==> config.mk <==
export PLATFORM = sky130hd
export DESIGN_NAME = popcount_stream_acc_flat
export DESIGN_NICKNAME = d
export VERILOG_FILES = /design/src/rtl/popcount_stream_acc_if.sv /design/src/rtl/popcount_stream_acc.sv /design/src/flat_wrapper.sv
export SDC_FILE = /design/constraint.sdc
export NUM_CORES = 1
export LEC_CHECK = 0
export ABC_CLOCK_PERIOD_IN_PS = 1600
export CORE_ASPECT_RATIO = 2
export CORE_MARGIN = 1
export CORE_UTILIZATION = 28
export DETAILED_ROUTE_END_ITERATION = 8
export DONT_BUFFER_PORTS = 1
export SYNTH_ARGS = -nofsm -noshare
export SYNTH_HDL_FRONTEND = slang
export SYNTH_SLANG_ARGS = --single-unit
==> constraint.sdc <==
create_clock -name clk -period 1.6 [get_ports clk]
set_input_delay 0.08 -clock clk [delete_from_list [all_inputs] [get_ports clk]]
set_output_delay 0.08 -clock clk [all_outputs]
set_load 0.03 [all_outputs]
==> src/rtl/popcount_stream_acc_if.sv <==
// ---------------------------------------------------------------------------
// popcount_stream_acc_if
// Purpose : bundles the input word stream and the frame-total result stream
//           of popcount_stream_acc into one port.
// Handshake: a transfer happens on a rising clock edge where valid and ready
//           are both high. A source that raised valid keeps valid and its
//           data stable until that edge. The sink may drive ready
//           independently of valid.
// Signals :
//   in_data      WIDTH   input word (master -> slave)
//   in_valid     1       in_data/in_last valid (master -> slave)
//   in_last      1       word closes its frame (master -> slave)
//   in_ready     1       slave accepts a word this cycle (slave -> master)
//   out_count    ACC_W   frame total of set bits (slave -> master)
//   out_overflow 1       accumulator overflowed during the frame (slave -> master)
//   out_valid    1       out_count/out_overflow valid (slave -> master)
//   out_ready    1       master accepts the result (master -> slave)
//   dbg_state    2       FSM state register, observation only (slave -> master)
// Modports: master = stream source / result sink, slave = popcount_stream_acc.
// ---------------------------------------------------------------------------
interface popcount_stream_acc_if #(
    parameter int WIDTH = 8,
    parameter int ACC_W = 16
);
    logic [WIDTH-1:0] in_data;
    logic             in_valid;
    logic             in_last;
    logic             in_ready;
    logic [ACC_W-1:0] out_count;
    logic             out_overflow;
    logic             out_valid;
    logic             out_ready;
    logic [1:0]       dbg_state;

    modport master (
        output in_data, in_valid, in_last, out_ready,
        input  in_ready, out_count, out_overflow, out_valid, dbg_state
    );

    modport slave (
        input  in_data, in_valid, in_last, out_ready,
        output in_ready, out_count, out_overflow, out_valid, dbg_state
    );
endinterface

==> src/rtl/popcount_stream_acc.sv <==
// ---------------------------------------------------------------------------
// popcount_stream_acc
// Purpose : multi-cycle population counter for streamed words. Each accepted
//           WIDTH-bit word is scanned LANES bits per clock (N = WIDTH/LANES
//           SCAN cycles). Set bits accumulate across a frame closed by
//           in_last; the frame total is then offered on the output stream.
// Parameters:
//   WIDTH  input word width (>= 1)
//   LANES  bits examined per SCAN cycle, must divide WIDTH (1..WIDTH)
//   ACC_W  accumulator / out_count width (>= 1)
// Ports   :
//   clk    rising-edge clock
//   reset  synchronous, active-high reset; discards any partial frame or
//          pending result
//   bus    popcount_stream_acc_if.slave (see the interface for signals)
// Configuration macro:
//   POPCNT_SATURATE_EN  defined   -> accumulator clamps at 2^ACC_W-1 on
//                                    overflow
//                       undefined -> accumulator wraps modulo 2^ACC_W
//   In both builds out_overflow is a sticky per-frame overflow flag.
// Timing  : handshake in cycle 0, SCAN cycles 1..N, then either IDLE
//           (in_ready=1) or DONE (out_valid=1) in cycle N+1.
// ---------------------------------------------------------------------------
module popcount_stream_acc #(
    parameter int WIDTH = 8,
    parameter int LANES = 2,
    parameter int ACC_W = 16
) (
    input logic                  clk,
    input logic                  reset,
    popcount_stream_acc_if.slave bus
);
    localparam int N      = WIDTH / LANES;
    localparam int BEAT_W = (N > 1) ? $clog2(N) : 1;
    localparam int ADD_W  = $clog2(LANES + 1);
    // Sum width: one carry bit above the accumulator, widened further only
    // when a single addend could exceed ACC_W+1 bits (tiny ACC_W).
    localparam int SUM_W  = (ACC_W + 1 > ADD_W + 1) ? ACC_W + 1 : ADD_W + 1;

    typedef enum logic [1:0] {
        S_IDLE = 2'd0,
        S_SCAN = 2'd1,
        S_DONE = 2'd2
    } state_t;

    state_t            state_q;
    logic [WIDTH-1:0]  shift_q;
    logic              last_q;
    logic [BEAT_W-1:0] beat_q;
    logic [ACC_W-1:0]  acc_q;
    logic              ovf_q;

    logic [ADD_W-1:0]  lane_cnt;
    logic [SUM_W-1:0]  sum;
    logic              carry;
    logic [ACC_W-1:0]  acc_d;
    logic              ovf_d;

    // Accumulator step for one SCAN cycle: popcount of the low LANES bits of
    // the shift register added to the running frame total.
    always_comb begin
        lane_cnt = '0;
        for (int i = 0; i < LANES; i++) begin
            lane_cnt = lane_cnt + ADD_W'(shift_q[i]);
        end
        sum   = SUM_W'(acc_q) + SUM_W'(lane_cnt);
        carry = |sum[SUM_W-1:ACC_W];
        ovf_d = ovf_q | carry;
`ifdef POPCNT_SATURATE_EN
        // Once clamped, every further non-zero addend carries again, so the
        // accumulator stays at the maximum for the rest of the frame.
        acc_d = carry ? {ACC_W{1'b1}} : sum[ACC_W-1:0];
`else
        acc_d = sum[ACC_W-1:0];
`endif
    end

    always_ff @(posedge clk) begin
        if (reset) begin
            state_q <= S_IDLE;
            shift_q <= '0;
            last_q  <= 1'b0;
            beat_q  <= '0;
            acc_q   <= '0;
            ovf_q   <= 1'b0;
        end else begin
            case (state_q)
                S_IDLE: begin
                    // in_ready is high in IDLE, so in_valid alone is the handshake.
                    if (bus.in_valid) begin
                        shift_q <= bus.in_data;
                        last_q  <= bus.in_last;
                        beat_q  <= BEAT_W'(N - 1);
                        state_q <= S_SCAN;
                    end
                end
                S_SCAN: begin
                    acc_q   <= acc_d;
                    ovf_q   <= ovf_d;
                    shift_q <= shift_q >> LANES;
                    beat_q  <= beat_q - 1'b1;
                    if (beat_q == '0) begin
                        state_q <= last_q ? S_DONE : S_IDLE;
                    end
                end
                S_DONE: begin
                    // Result stays on the outputs until it is taken; taking it
                    // starts a fresh frame.
                    if (bus.out_ready) begin
                        acc_q   <= '0;
                        ovf_q   <= 1'b0;
                        state_q <= S_IDLE;
                    end
                end
                default: state_q <= S_IDLE;
            endcase
        end
    end

    assign bus.in_ready     = (state_q == S_IDLE);
    assign bus.out_valid    = (state_q == S_DONE);
    assign bus.out_count    = acc_q;
    assign bus.out_overflow = ovf_q;
    assign bus.dbg_state    = state_q;

endmodule

==> src/flat_wrapper.sv <==
// flat-port wrapper written by rule: the top's interface ports become plain ports
module popcount_stream_acc_flat 
#(
    parameter int WIDTH = 8,
    parameter int LANES = 2,
    parameter int ACC_W = 16
)
  (clk, reset, bus_in_data, bus_in_valid, bus_in_last, bus_out_ready, bus_in_ready, bus_out_count, bus_out_overflow, bus_out_valid, bus_dbg_state);
  popcount_stream_acc_if #(.WIDTH(WIDTH), .ACC_W(ACC_W)) bus_i ();
  input logic clk;
  input logic reset;
  input wire logic [$bits(bus_i.in_data)-1:0] bus_in_data;
  input wire logic [$bits(bus_i.in_valid)-1:0] bus_in_valid;
  input wire logic [$bits(bus_i.in_last)-1:0] bus_in_last;
  input wire logic [$bits(bus_i.out_ready)-1:0] bus_out_ready;
  output wire logic [$bits(bus_i.in_ready)-1:0] bus_in_ready;
  output wire logic [$bits(bus_i.out_count)-1:0] bus_out_count;
  output wire logic [$bits(bus_i.out_overflow)-1:0] bus_out_overflow;
  output wire logic [$bits(bus_i.out_valid)-1:0] bus_out_valid;
  output wire logic [$bits(bus_i.dbg_state)-1:0] bus_dbg_state;
  assign bus_i.in_data = bus_in_data;
  assign bus_i.in_valid = bus_in_valid;
  assign bus_i.in_last = bus_in_last;
  assign bus_i.out_ready = bus_out_ready;
  assign bus_in_ready = bus_i.in_ready;
  assign bus_out_count = bus_i.out_count;
  assign bus_out_overflow = bus_i.out_overflow;
  assign bus_out_valid = bus_i.out_valid;
  assign bus_dbg_state = bus_i.dbg_state;
  popcount_stream_acc #(.WIDTH(WIDTH), .LANES(LANES), .ACC_W(ACC_W)) u_core (.clk(clk), .reset(reset), .bus(bus_i));
endmodule
# Word-level counts from Yosys, hierarchy flattened
# Cells that the tools add are included.
[op_classes]
n_reduce_logical = 8
n_addsub = 3
bitwise_logic = 1
n_mux = 13
eq_ne = 5
[ops]
columns = ["cell", "n"]
rows = [
  ["16-bit case mux with 2 select lines", 1],
  ["16-bit by 2-bit adder with 17-bit output", 1],
  ["16-bit 2-to-1 mux", 1],
  ["8-bit case mux with 2 select lines", 1],
  ["2-bit 2-to-1 mux", 5],
  ["8-bit 2-to-1 mux", 1],
  ["2-bit case mux with 3 select lines", 1],
  ["2-bit AND reduction", 3],
  ["2-bit logical NOT", 2],
  ["2-bit inequality test, second input constant", 2],
  ["2-bit case mux with 2 select lines", 1],
  ["2-bit nonzero test", 2],
  ["3-bit AND reduction", 1],
  ["1-bit by 1-bit adder with 2-bit output", 1],
  ["2-bit by 1-bit equality test with 1-bit output, second input constant", 1],
  ["2-bit equality test, second input constant", 1],
  ["2-bit by 1-bit inequality test with 1-bit output, second input constant", 1],
  ["1-bit case mux with 2 select lines", 1],
  ["2-bit by 1-bit subtractor with 2-bit output, second input constant", 1],
  ["1-bit 2-to-1 mux", 1],
  ["1-bit OR", 1],
]
[totals]
reg_bits = 30
input_bits = 13

# Longest topological paths before layout
# Gate-level depths: netlist (run 1).
[depth]
word_depth = 4
ltp_mapped = 6

# Worst setup path after synthesis (run 1)
# OpenSTA, ideal clock, no wires.
[synth_timing]
kind = "flip-flop to flip-flop"
from = "register u_core.acc_q[0] (netlist: u_core.bus.out_count[0])"
to = "register u_core.acc_q[15] (netlist: u_core.bus.out_count[15])"
path_stages_with_launch = 7
n_path_buf = 1
t_required_ns = 1.530
arrival_time_ns = 1.742
setup_slack_ns = -0.212
path_cell_list = "dfxtp_1 -> fa_1 -> and3_1 -> buf_6 -> o211ai_4 -> or4_1 -> a21oi_1"
[synth_via]
elab_chain_len = 2
[synth_rtl]
columns = ["item", "line", "text"]
rows = [
  ["start, declared", "popcount_stream_acc.sv:50", "logic [ACC_W-1:0] acc_q;"],
  ["start signal, assigned", "popcount_stream_acc.sv:84", "acc_q <= '0;"],
  ["start signal, assigned", "popcount_stream_acc.sv:98", "acc_q <= acc_d;"],
  ["start signal, assigned", "popcount_stream_acc.sv:110", "acc_q <= '0;"],
  ["16-bit by 2-bit adder with 17-bit output", "popcount_stream_acc.sv:66", "sum = SUM_W'(acc_q) + SUM_W'(lane_cnt);"],
  ["16-bit case mux with 2 select lines", "popcount_stream_acc.sv:87", "case (state_q)"],
]
# No other way between the ends.
# A chain may end at the register's enable or synchronous reset.

# Worst setup path in the final report (run 1)
[layout_timing]
from = "register u_core.acc_q[0] (netlist: u_core.bus.out_count[0])"
to = "register u_core.acc_q[4] (netlist: u_core.bus.out_count[4])"
# Same word-level chain as after synthesis.

==> results of run 1 <==
-- sequential cells by signal, summed over array words and instances, names as in the netlist --
name / flops
u_core.last_q: 1
u_core.shift_q: 8
u_core.bus.dbg_state: 2
u_core.bus.out_count: 16
u_core.beat_q: 2
u_core.bus.out_overflow: 1
-- critical path, stage by stage, from the launching register on --
cell      delay, ns
dfxtp_4        0.35
fa_2           0.43
ha_4           0.20
buf_4          0.14
nand4_1        0.11
mux2i_1        0.20
a211oi_1       0.06
-- layout by cell type, fill, tap and decap left out, drive strengths merged, types with 3 or more instances in the layout --
cell    instances
inv             4
nand2b          5
nand3           5
nand4           4
a21oi          13
nand2          28
a311oi          6
nor2           20
o211ai          4
clkbuf          8
dfxtp          30
o21ai           5
buf            28
or3             4
a211oi          3
and3            5
o31ai           3
-- final cells by class --
class,instances,area [µm²]
timing repair buffer,28,218
fill,541,3080
multi-input combinational,132,883
sequential,30,611
clock buffer,8,80.1
inverter,4,15.0
tap,57,71.3
-- report_power, final --
part / internal [mW] / switching, mW / leakage (nW)
Clock: 0.308 / 0.273 / 0.0395
Combinational: 0.0794 / 0.125 / 0.414
Sequential: 0.782 / 0.0213 / 0.247
Total: 1.17 / 0.419 / 0.701
-- stage by stage --
stage	setup TNS, ns	area (µm²)	utilization, %	setup WS, ns
floorplan	-0.0611	1490	-	-0.0611
global placement	-0.0154	1720	34.7	-0.0154
detailed placement	-0.136	1720	34.7	-0.0557
CTS	0	1810	36.6	0.00172
global route	-0.258	1880	37.9	-0.0622
finish	-0.00617	1880	37.9	-0.00617
-- final timing paths --
kind,startpoint,end,slack (ns),cells after the start
hold reg to reg,u_core.last_q,u_core.last_q,0.47,2
setup reg to reg,u_core.bus.out_count[0],u_core.bus.out_count[4],-0.006,6
hold / removal,reset,u_core.bus.out_count[9],-0.15,1
setup / recovery,u_core.bus.out_count[0],u_core.bus.out_count[4],-0.006,6
-- cells by family after synthesis --
kind of cell / synth area share, %
DFF: 41.0
muxes: 1.37
xor gates and xnor gates: 1.20
buffers and inverters: 4.44
AOI/OAI and AO/OA: 20.3
and+or+nand+nor: 28.6
adders and majority gates: 3.07
-- metal layers --
layer	track usage [%]	routed length, µm	vias to the layer above
met3	4.24	216	7
met4	6.95	72	0
met2	27.6	2200	29
met1	13.9	1390	657
met5	0	0	-
li1	-	-	684
-- timing repair --
action / 4_1_cts / 5_1_grt
endpoints found under the hold margin: 22 / 22
resized for setup: 4 / 18
setup endpoints to repair: 6 / 16
pin swaps: 3 / 5
buffers inserted: 0 / 0
==> run summary, run 1 <==
Status: complete, but fails checks
Failing checks: hold timing, setup timing
Most common flop cell mapped by yosys: dfxtp_1
Pwr per Cell Area: 846 nW/µm²
Clk Latency, worst-skew pair: 0.28 ns
CTS sink cnt: 30
Synth top area share: 41.0%
Die width: 53.2 µm
Cell count after synthesis: 176
Area grow syn2layout: 28.2%
# setup viols final: 1
Fmax: 0.623 GHz
Hold_ws: -0.146 ns
Vias in the first global route: 1,337
Residual DRC: 0
CTS tree: yes
RSZ-0062 raised after global routing: yes
TritonCTS Buffers: 5
Core footprint: 4950 µm²
Post-Layout Cell Count: 259
Pwr Total: 1.59 mW
Layout Nets: 217
YS warnings: 0
Site row count: 36
Synth Register Bits: 30
Wire per inst: 15.0 µm
WS Path Type: flip-flop to flip-flop
Critical path fanouts, max: 5
Synth Area per Inst: 8.32 µm²
VDD IR max: 0.622 mV
Number of vias per cell: 5.32
Syn nets: 192
Final Critical Period: 1.61 ns
GRT Residual Overflow: 0
Distinct cells, synth: 42
Most frequent cells after synthesis: dfxtp_1 (30), nand2_1 (28), nor2_1 (20)
Pleak: 0.701 nW
Diode count: 0
Final hold violation count: 22
Layout cells sized above 1: 29.7%
Largest net degree at the start of global routing: 26
Placed Instances: 251
Post-synth ARST share: 0%
EDFF count, synth: 0
Final wirelength: 3.88 mm
Worst Setup Start Kind: flip-flop
Register area share after synthesis: 41.0%
Worst-path clk slew: 0.06 ns
Port buffer count: 0
Top-count cell post-synth: dfxtp_1
Initial cell density of the core: 29.6%
Hold Crit Class: primary input to flip-flop
Worst Path Required: 1.76 ns
CP Capture Type: flip-flop
Synth area leader: dfxtp_1
GPL Wtd Cong: 0.758
Worst Path Arrival: 1.77 ns
Max Slew Vio Count: 0
CTS root buf: clkbuf_8
Crit share post-route: 100%
Final antenna-violating net count: 0
Worst-margin pin slew: 0.339 ns
Initial DRC count: 30
Initial antenna violation count: 0
CTS Buffer Depth: 2
Via Count: 1,377
Gr usage total: 14.9%
Fin Clk Skew: 0.00312 ns
Top post-synthesis cells by area: dfxtp_1 (41%), nand2_1 (7.2%), nor2_1 (5.1%)
Slew HR: 77.4%
First-pass GRT wire length: 6.14 mm
# IOs: 34
Max Cap Viol: 0
Drt pass-1 iters: 4
CTS H-Tree Depth: 2
Die area: 5540 µm²
Post-DP HPWL: 2.87 mm
Die outline height: 104 µm
Area of the mapped netlist: 1470 µm²
Final worst-path setup slack: -0.00617 ns
(Power assumes the default switching activity.)
==> inputs of run 2 (changes only) <==
HOLD_SLACK_MARGIN = 0.12   (was unset)
==> run 2 against run 1 <==
Compared with the run above: the flow finishes with violations (setup timing); sequential share of layout area fell by 2.1 points; count of clock-buffer cells in the layout is the same; global-route usage is essentially flat.
==> run summary, run 2 (synthesized netlist as in run 1, its figures left out) <==
CTS Buffer Depth: 2 (unchanged)
Port buffer count: 0 (unchanged)
Worst Path Required: 1.76 ns (about the same)
Pwr Total: 1.63 mW (was 1.59 mW)
CTS H-Tree Depth: 2 (unchanged)
Commonest non-fill, non-tap cell in the layout: nand2_1 (unchanged)
Worst-path clk slew: 0.06 ns (about the same)
DR WL met2: 2.31 mm (was 2.20 mm)
Wire per inst: 14.7 µm (was 15.0 µm)
Final hold violation count: 0 (was 22)
Commonest non-fill, non-tap cells in the layout: nand2_1 (28), buf_4 (26), dfxtp_1 (24) (unchanged)
Clk Latency, worst-skew pair: 0.28 ns (about the same)
Critical path fanouts, max: 5 (unchanged)
Gr usage total: 14.9% (about the same)
Comb pwr share: 15.0% (was 12.9%)
# setup viols final: 1 (unchanged)
Drt pass-1 iters: 4 (unchanged)
Area grow syn2layout: 37.1% (was 28.2%)
Vias in the first global route: 1,341 (was 1,337)
Clock power frac: 35.7% (was 36.6%)
Layout Nets: 229 (was 217)
Via Count: 1,435 (was 1,377)
Fmax: 0.624 GHz (was 0.623 GHz)
WS Path Type: flip-flop to flip-flop (unchanged)
Core footprint: 4950 µm² (unchanged)
Post-Layout Cell Count: 271 (was 259)
Design area: 2010 µm² (was 1880 µm²)
Hold_ws: 0.124 ns (was -0.146 ns)
M1 WL: 1.37 mm (was 1.39 mm)
VDD IR max: 0.630 mV (was 0.622 mV)
Worst Setup Start Kind: flip-flop (unchanged)
Diode count: 0 (unchanged)
NetSw: 0.437 mW (was 0.419 mW)
RSZ-0062 raised after global routing: yes (unchanged)
Sequential share of power: 49.3% (was 50.6%)
Number of vias per cell: 5.30 (was 5.32)
Initial antenna violation count: 0 (unchanged)
Worst-margin pin slew: 0.345 ns (was 0.339 ns)
Failing checks: setup timing (was hold timing, setup timing)
Final wirelength: 3.97 mm (was 3.88 mm)
DR WL met3: 226 µm (was 216 µm)
Placed Instances: 251 (unchanged)
CTS tree: yes (unchanged)
Max Slew Vio Count: 0 (unchanged)
CTS sink cnt: 30 (unchanged)
Fillcell total: 529 (was 541)
Worst Path Arrival: 1.76 ns (was 1.77 ns)
Residual DRC: 0 (unchanged)
Site row count: 36 (unchanged)
Highest layer used for signal routing: met4 (unchanged)
Fin Clk Skew: 0.00301 ns (was 0.00312 ns)
Placed cell areas: 1720 µm² (unchanged)
Hold Crit Class: primary input to flip-flop (unchanged)
Status: complete, but fails checks (unchanged)
Final Critical Period: 1.60 ns (was 1.61 ns)
Die area: 5540 µm² (unchanged)
First-pass GRT wire length: 6.14 mm (unchanged)
# IOs: 34 (unchanged)
Crit share post-route: 100% (about the same)
Slew HR: 76.9% (was 77.4%)
Layout cells sized above 1: 28.5% (was 29.7%)
GRT Residual Overflow: 0 (unchanged)
CP Capture Type: flip-flop (unchanged)
Max reg flops: 16 (unchanged)
Final worst-path setup slack: -0.00294 ns (was -0.00617 ns)
Max Cap Viol: 0 (unchanged)
Die width: 53.2 µm (unchanged)
Critical-path top delay cell: fa_2 (unchanged)
Final antenna-violating net count: 0 (unchanged)
Pwr per Cell Area: 811 nW/µm² (was 846 nW/µm²)
Net switching fraction of the power: 26.8% (was 26.4%)
Post-DP HPWL: 2.87 mm (unchanged)
Largest net degree at the start of global routing: 26 (unchanged)
CTS root buf: clkbuf_8 (unchanged)
Initial DRC count: 27 (was 30)
P_int: 1.19 mW (was 1.17 mW)
Slowest stage delay, CP: 0.43 ns (about the same)
Setup bufs post-CTS: 0 (unchanged)
TritonCTS Buffers: 5 (unchanged)
Cells along the critical path: fa_2 -> ha_4 -> buf_4 -> nand4_1 -> mux2i_1 -> a211oi_1 (unchanged)
Pleak: 0.756 nW (was 0.701 nW)
Die outline height: 104 µm (unchanged)
GPL Wtd Cong: 0.758 (unchanged)
Initial cell density of the core: 29.6% (unchanged)
[run 2: cell type report]
class / instances / area (µm²) / share of cell area, %
tap: 57 / 71.3 / 3.55
timing repair buffer: 40 / 348 / 17.3
multi-input combinational: 132 / 883 / 44.0
inverter: 4 / 15.0 / 0.748
sequential: 30 / 611 / 30.4
clock buffer: 8 / 80.1 / 3.99
[run 2: worst paths after layout]
path | slack, ns | from | depth (start not counted) | to
setup / recovery | -0.003 | u_core.bus.out_count[0] | 6 | u_core.bus.out_count[4]
setup reg to reg | -0.003 | u_core.bus.out_count[0] | 6 | u_core.bus.out_count[4]
hold reg to reg | 0.47 | u_core.last_q | 2 | u_core.last_q
hold / removal | 0.12 | bus_in_data[6] | 4 | u_core.shift_q[6]
[run 2: power by group through the flow]
stage	Sequential, mW	Combinational, mW	Clock [mW]
detailed placement	0.818	0.195	0
finish	0.803	0.244	0.582
global route	0.807	0.268	0.619
floorplan	0.828	0.134	0
global placement	0.817	0.192	0
CTS	0.803	0.198	0.587
[run 2: routing by layer]
metal  vias to the layer above  global-route usage [%]
met5                         -                       0
met4                         0                    6.95
met3                         7                    4.39
met2                        45                    27.5
met1                       675                    13.8
li1                        708                       -
[run 2: per-stage QoR]
step / utilization, % / setup TNS, ns / worst slack (ns)
2_1_floorplan: - / -0.0611 / -0.0611
3_3_place_gp: 34.7 / -0.0154 / -0.0154
3_5_place_dp: 34.7 / -0.136 / -0.0557
4_1_cts: 36.6 / 0 / 0.00172
5_1_grt: 40.5 / -0.253 / -0.0622
6_report: 40.5 / -0.00294 / -0.00294
[run 2: critical path: cells and delay by family, from the launching register on]
kind | cells | cell delay, ns
multiplexers | 1 | 0.20
buffers and inverters | 1 | 0.14
AO/OA/AOI/OAI | 1 | 0.06
flip-flops | 1 | 0.35
adder cells (fa/ha/maj) | 2 | 0.63
AND/OR/NAND/NOR | 1 | 0.11
[run 2: timing repair]
action                                  in CTS  in global routing
gates resized for setup                      4                 18
pin swaps                                    3                  5
hold endpoints to repair                    30                 30
endpoints found under the setup margin       6                 16
